## src/rtl/jtkiwi_tiledraw.sv

```systemverilog
// jtkiwi_tiledraw: responder side of the tile draw handshake.
// Accepts one 16-pixel tile row request, fetches two 32-bit ROM words
// (8 pixels at 4bpp each), and writes the opaque pixels to the line buffer.
// Optional build macro JTKIWI_TILEDRAW_XCLIP_EN: suppress writes whose line
// buffer address is 384 or above (counter and timing are unaffected).
module jtkiwi_tiledraw #(
    parameter int PXL_CYC = 1
) (
    input  logic        clk,
    input  logic        rst,
    input  logic        draw,
    output logic        busy,
    input  logic [15:0] code,
    input  logic [15:0] attr,
    input  logic [8:0]  xpos,
    input  logic [3:0]  ysub,
    input  logic        flip,
    output logic [17:0] rom_addr,
    output logic        rom_cs,
    input  logic        rom_ok,
    input  logic [31:0] rom_data,
    output logic [8:0]  buf_addr,
    output logic        buf_we,
    output logic [8:0]  buf_din
);

    typedef enum logic [1:0] {
        ST_IDLE  = 2'd0,
        ST_WAIT  = 2'd1,
        ST_FETCH = 2'd2,
        ST_DRAW  = 2'd3
    } state_t;

    // Last sub-cycle of a pixel slot (PXL_CYC is 1 or 2)
    localparam logic [0:0] CYC_LAST = 1'(PXL_CYC - 1);

    state_t      state_r, state_nx_s;
    logic [12:0] code_r;
    logic [4:0]  pal_r;
    logic        hf_r;
    logic [3:0]  row_r;
    logic        half_r;
    logic        second_r;
    logic [31:0] data_r;
    logic [2:0]  pix_r;
    logic [0:0]  cyc_r;
    logic [8:0]  xcnt_r;

    logic        hf_in_s, vf_in_s;
    logic [3:0]  row_in_s;
    logic        slot_end_s;
    logic [2:0]  nib_idx_s;
    logic [31:0] data_sh_s;
    logic [3:0]  nib_s;
    logic        vis_s;
    logic        unused_s;

    logic        busy_s, rom_cs_s, buf_we_s;
    logic [17:0] rom_addr_s;
    logic [8:0]  buf_addr_s, buf_din_s;

    // Flip decode at request time; global flip inverts both tile flips
    assign hf_in_s    = code[15] ^ flip;
    assign vf_in_s    = code[14] ^ flip;
    assign row_in_s   = vf_in_s ? ~ysub : ysub;
    assign slot_end_s = (cyc_r == CYC_LAST);
    // Horizontal flip reverses nibble order within each ROM word
    assign nib_idx_s  = hf_r ? (3'd7 - pix_r) : pix_r;
    assign data_sh_s  = data_r >> {nib_idx_s, 2'b00};
    assign nib_s      = data_sh_s[3:0];
    assign unused_s   = ^{attr[10:0], code[13]};

`ifdef JTKIWI_TILEDRAW_XCLIP_EN
    assign vis_s = (xcnt_r < 9'd384);
`else
    assign vis_s = 1'b1;
`endif

    // State register
    always_ff @(posedge clk) begin
        if (rst) begin
            state_r <= ST_IDLE;
        end else begin
            state_r <= state_nx_s;
        end
    end

    // Next-state logic: WAIT is a single settle cycle, FETCH stalls on rom_ok
    always_comb begin
        state_nx_s = state_r;
        case (state_r)
            ST_IDLE: begin
                if (draw) state_nx_s = ST_WAIT;
                else      state_nx_s = ST_IDLE;
            end
            ST_WAIT: state_nx_s = ST_FETCH;
            ST_FETCH: begin
                if (rom_ok) state_nx_s = ST_DRAW;
                else        state_nx_s = ST_FETCH;
            end
            ST_DRAW: begin
                if (slot_end_s && (pix_r == 3'd7)) begin
                    if (second_r) state_nx_s = ST_IDLE;
                    else          state_nx_s = ST_WAIT;
                end else begin
                    state_nx_s = ST_DRAW;
                end
            end
            default: state_nx_s = ST_IDLE;
        endcase
    end

    // Output decode: next values of the registered interface outputs
    always_comb begin
        busy_s     = (state_nx_s != ST_IDLE);
        rom_cs_s   = (state_nx_s == ST_WAIT) || (state_nx_s == ST_FETCH);
        rom_addr_s = rom_addr;
        buf_we_s   = 1'b0;
        buf_addr_s = buf_addr;
        buf_din_s  = buf_din;
        case (state_r)
            ST_IDLE: begin
                if (draw) rom_addr_s = {code[12:0], hf_in_s, row_in_s};
                else      rom_addr_s = rom_addr;
            end
            ST_DRAW: begin
                if (slot_end_s) begin
                    buf_we_s   = (nib_s != 4'd0) && vis_s;
                    buf_addr_s = xcnt_r;
                    buf_din_s  = {pal_r, nib_s};
                    if ((pix_r == 3'd7) && !second_r) rom_addr_s = {code_r, ~half_r, row_r};
                    else                              rom_addr_s = rom_addr;
                end else begin
                    buf_we_s = 1'b0;
                end
            end
            default: begin
                rom_addr_s = rom_addr;
            end
        endcase
    end

    // Registered interface outputs
    always_ff @(posedge clk) begin
        if (rst) begin
            busy     <= 1'b0;
            rom_cs   <= 1'b0;
            rom_addr <= 18'd0;
            buf_we   <= 1'b0;
            buf_addr <= 9'd0;
            buf_din  <= 9'd0;
        end else begin
            busy     <= busy_s;
            rom_cs   <= rom_cs_s;
            rom_addr <= rom_addr_s;
            buf_we   <= buf_we_s;
            buf_addr <= buf_addr_s;
            buf_din  <= buf_din_s;
        end
    end

    // Request latch, ROM data capture and pixel/address counters
    always_ff @(posedge clk) begin
        if (rst) begin
            code_r   <= 13'd0;
            pal_r    <= 5'd0;
            hf_r     <= 1'b0;
            row_r    <= 4'd0;
            half_r   <= 1'b0;
            second_r <= 1'b0;
            data_r   <= 32'd0;
            pix_r    <= 3'd0;
            cyc_r    <= 1'b0;
            xcnt_r   <= 9'd0;
        end else begin
            case (state_r)
                ST_IDLE: begin
                    if (draw) begin
                        code_r   <= code[12:0];
                        pal_r    <= attr[15:11];
                        hf_r     <= hf_in_s;
                        row_r    <= row_in_s;
                        half_r   <= hf_in_s;
                        second_r <= 1'b0;
                        xcnt_r   <= xpos;
                        pix_r    <= 3'd0;
                        cyc_r    <= 1'b0;
                    end
                end
                ST_FETCH: begin
                    if (rom_ok) begin
                        data_r <= rom_data;
                        pix_r  <= 3'd0;
                        cyc_r  <= 1'b0;
                    end
                end
                ST_DRAW: begin
                    if (slot_end_s) begin
                        cyc_r  <= 1'b0;
                        pix_r  <= pix_r + 3'd1;
                        xcnt_r <= xcnt_r + 9'd1;
                        if (pix_r == 3'd7) begin
                            half_r   <= ~half_r;
                            second_r <= 1'b1;
                        end
                    end else begin
                        cyc_r <= cyc_r + 1'b1;
                    end
                end
                default: begin
                    data_r <= data_r;
                end
            endcase
        end
    end

endmodule
```

## config.mk

```make
export PLATFORM = sky130hd
export DESIGN_NAME = jtkiwi_tiledraw
export DESIGN_NICKNAME = d
export VERILOG_FILES = /design/src/rtl/jtkiwi_tiledraw.sv
export SDC_FILE = /design/constraint.sdc
export NUM_CORES = 1
export LEC_CHECK = 0
export ABC_AREA = 1
export CORE_ASPECT_RATIO = 1.5
export CORE_MARGIN = 8
export CORE_UTILIZATION = 35
export CTS_CLUSTER_DIAMETER = 100
export DETAILED_ROUTE_END_ITERATION = 8
export PLACE_DENSITY = 0.69
export SLEW_MARGIN = 25
export SYNTH_ARGS = -nofsm -noshare
export SYNTH_HDL_FRONTEND = slang
export SYNTH_SLANG_ARGS = --single-unit
```

## constraint.sdc

```tcl
create_clock -name clk -period 1.45 [get_ports clk]
set_input_delay 0.2175 -clock clk [delete_from_list [all_inputs] [get_ports clk]]
set_output_delay 0.2175 -clock clk [all_outputs]
set_load 0.05 [all_outputs]
```

==> run metrics <==
run status complete, but fails checks; failing checks setup timing; final critical delay including setup and external delays 1570 ps; register-to-register path setup slack -120 ps; R2R Path End buf_we; # nets final 836; count of filler cells inserted in the layout 1150; vias per std cell 5.06; clock root buffer sky130_fd_sc_hd__clkbuf_16; GRT Util Overall 0.160; worst endpoint required time 1690 ps; Crit-path slowest cell sky130_fd_sc_hd__dfxtp_2; Ports 121; fraction of the yosys area taken by sequential cells 0.479; DIE AREA 0.0171 mm²; final weighted congestion of routability-driven global placement 0.907; setup slack after layout -122 ps; post-synthesis cell area 0.00460 mm²; portion of the clock cycle consumed by the worst path in the final layout 1.08; average wire length per cell after detail routing 15.3 µm; antenna violations before repair 0; Net Count, Synth 705; Reg-to-Reg Start pix_r[0]; starting density of the core 0.357; hpwl dp 9480 µm; die height 156 µm; maximum vdd drop 697 µV; Fmax 636 MHz; remaining global-route overflow 0; per-instance average area after synthesis 7.43 µm²; classification of the worst-slack hold path input pin to flop; Crit Path Class flop to flop; # DRC 0; Max clock buf depth 2; H-Tree Level Count 3; 1st-iter DRT viols 273; share of post-route cells with drive strength above 1 0.217; worst setup path endpoint buf_we; tightest slew margin relative to the limit 0.651; Die X 110 µm; # Max-Cap Violations 0; number of synthesized register bits 110; total design power 8.32 mW; clock network latency to the later pin of the worst-skew pair 350 ps; cell seen most often among critical-path stages sky130_fd_sc_hd__nand2_1; final number of setup-violating endpoints 3; Post-DRT Antenna Nets 0; Area Growth Syn to Fin 56.9%; count of standard-cell rows 51; reported leakage power 2.94 nW; count of mapped cells out of synthesis 619; unrepaired setup endpoints after global routing yes; CTS buffer count 9; Core ar. 0.0129 mm²; ANT cells 0; critical path launch point type flop; number of iterations in the first detailed-routing pass 5; cell chain of the critical path buf_6, nand2_1, nand2_4, buf_4, nand2_1, nand3_1, nand3_1, nand2_2, nand2_1, nor2_1, nor2_1; Register-to-Register Path Depth 11; total length of routed met2 wires 7660 µm; data arrival time of the critical path 1810 ps; total length of routed met3 wires 694 µm; power density over the cells 1150 mW/mm²; # placed instances 892; via count of the first global-routing pass 4565; maximum number of pins on one net before global-route repair 63; final hold viol count 0; post-cts hold buffer count 0; number of library cell types mapped by synthesis 34; TritonCTS clock tree built; clock-pin slew on the worst setup and hold paths 80 ps; hold wc startpoint xpos[0]; CP endpoint kind flop; slew of the pin with the lowest slew margin 520 ps; number of sinks on the clock net 110; Layout Cells excl Fill 914; max-slew violations 0; commonest non-fill, non-tap cell in the layout sky130_fd_sc_hd__dfxtp_1; global-route wire length before repair 21800 µm; uppermost signal routing layer after detailed routing met4; peak fanout along the critical path 5; Worst Skew 9.14 ps; most frequent cells in the layout sky130_fd_sc_hd__dfxtp_1, sky130_fd_sc_hd__nand2_1, sky130_fd_sc_hd__nor2_1; length of routed wiring on met1 5370 µm; Vias 4621; largest stage delay on the critical path 370 ps; count of warnings emitted by yosys 0; # port buffers 108; start point of the critical path pix_r[0]; Routed Wire Length 14000 µm
==> cells by family after synthesis <==
kind of cell,count (synthesis),synth area share
simple gates,232,0.210
compound gates,176,0.202
flops,110,0.479
buf+inv,88,0.0778
xor+xnor,9,0.0204
fa+ha+maj,4,0.0109
==> power breakdown <==
part | switching, mW | internal, mW
logic | 1.13 | 1.02
registers | 0.180 | 3.26
clock network | 1.15 | 1.58
==> flip-flops by register name, indices dropped and copies added (netlist names), 2 cells and up <==
signal / cells
xcnt_r: 9
code_r: 13
state_r: 2
data_r: 32
rom_addr: 18
row_r: 4
pal_r: 5
buf_din: 9
pix_r: 3
buf_addr: 9
==> cell usage after synthesis <==
cell type | number | area, µm²
sky130_fd_sc_hd__a21oi_1 | 57 | 285
sky130_fd_sc_hd__a221oi_1 | 1 | 8.76
sky130_fd_sc_hd__a22oi_1 | 1 | 7.51
sky130_fd_sc_hd__a2bb2oi_1 | 1 | 8.76
sky130_fd_sc_hd__a31oi_1 | 16 | 100
sky130_fd_sc_hd__a41oi_1 | 1 | 8.76
sky130_fd_sc_hd__buf_1 | 2 | 7.51
sky130_fd_sc_hd__buf_2 | 6 | 30.0
sky130_fd_sc_hd__buf_4 | 3 | 22.5
sky130_fd_sc_hd__buf_6 | 1 | 11.3
sky130_fd_sc_hd__clkbuf_1 | 24 | 90.1
sky130_fd_sc_hd__clkinv_1 | 1 | 3.75
sky130_fd_sc_hd__clkinv_2 | 1 | 5.00
sky130_fd_sc_hd__dfxtp_1 | 110 | 2200
sky130_fd_sc_hd__ha_1 | 4 | 50.1
sky130_fd_sc_hd__inv_1 | 45 | 169
sky130_fd_sc_hd__inv_2 | 5 | 18.8
sky130_fd_sc_hd__nand2_1 | 99 | 372
sky130_fd_sc_hd__nand2_2 | 2 | 12.5
sky130_fd_sc_hd__nand2_4 | 3 | 33.8
sky130_fd_sc_hd__nand3_1 | 42 | 210
sky130_fd_sc_hd__nand3b_1 | 1 | 7.51
sky130_fd_sc_hd__nand4_1 | 2 | 12.5
sky130_fd_sc_hd__nor2_1 | 82 | 308
sky130_fd_sc_hd__nor2_4 | 1 | 11.3
sky130_fd_sc_hd__o211a_1 | 1 | 10.0
sky130_fd_sc_hd__o211ai_1 | 2 | 15.0
sky130_fd_sc_hd__o21ai_0 | 77 | 385
sky130_fd_sc_hd__o21ai_1 | 18 | 90.1
sky130_fd_sc_hd__o21ai_2 | 1 | 8.76
sky130_fd_sc_hd__xnor2_1 | 6 | 52.6
sky130_fd_sc_hd__xnor2_2 | 1 | 16.3
sky130_fd_sc_hd__xor2_1 | 1 | 8.76
sky130_fd_sc_hd__xor2_2 | 1 | 16.3
==> worst max-delay path: cells and delay by family (launching register included) <==
kind                   cells  cell delay (ps)
and+or+nand+nor            9              850
buffers and inverters      2              250
DFF                        1              370
==> final cells by class <==
type | instances | area, µm² | share of cell area
clock buffer | 10 | 239 | 0.0331
clock inverter | 6 | 93.8 | 0.0130
inverter | 52 | 199 | 0.0276
tap | 159 | 199 | 0.0276
timing repair buffer | 155 | 1980 | 0.275
multi-input combinational | 422 | 2290 | 0.317
sequential | 110 | 2210 | 0.306
==> worst min-delay path by stage <==
| stage | endpoint | slack (ps) | cells after the start |
|---|---|---|---|
| finish | xcnt_r[0] | 450 | 3 |
| global route | data_r[24] | 470 | 2 |
| CTS | xcnt_r[0] | 440 | 3 |
| detailed placement | data_r[0] | 440 | 2 |
| global placement | data_r[24] | 440 | 2 |
| floorplan | data_r[18] | 350 | 2 |
==> what timing repair did <==
item	in CTS	in global routing
cloned	3	0
pin swaps	13	24
resized for setup	17	55
setup buffers	2	1
endpoints found under the setup margin	21	31
==> layer usage <==
metal	up-vias	GRT usage
met5	-	0
met4	0	0.0627
met3	26	0.0354
met2	130	0.296
met1	2155	0.167
li1	2310	-
==> metrics by stage <==
stage                     utilization  worst slack (ps)  hold WS (ps)  cell area, µm²  setup TNS, ps
after detailed placement        0.503              -199           444            6490          -5730
after global placement          0.503              -165           441            6490          -3770
after CTS                       0.542             -5.32           445            6980          -5.32
after floorplan                     -              11.4           352            4600              0
final                           0.560              -122           452            7220           -168
after global routing            0.560              -181           470            7220           -913
(Power assumes the default switching activity.)
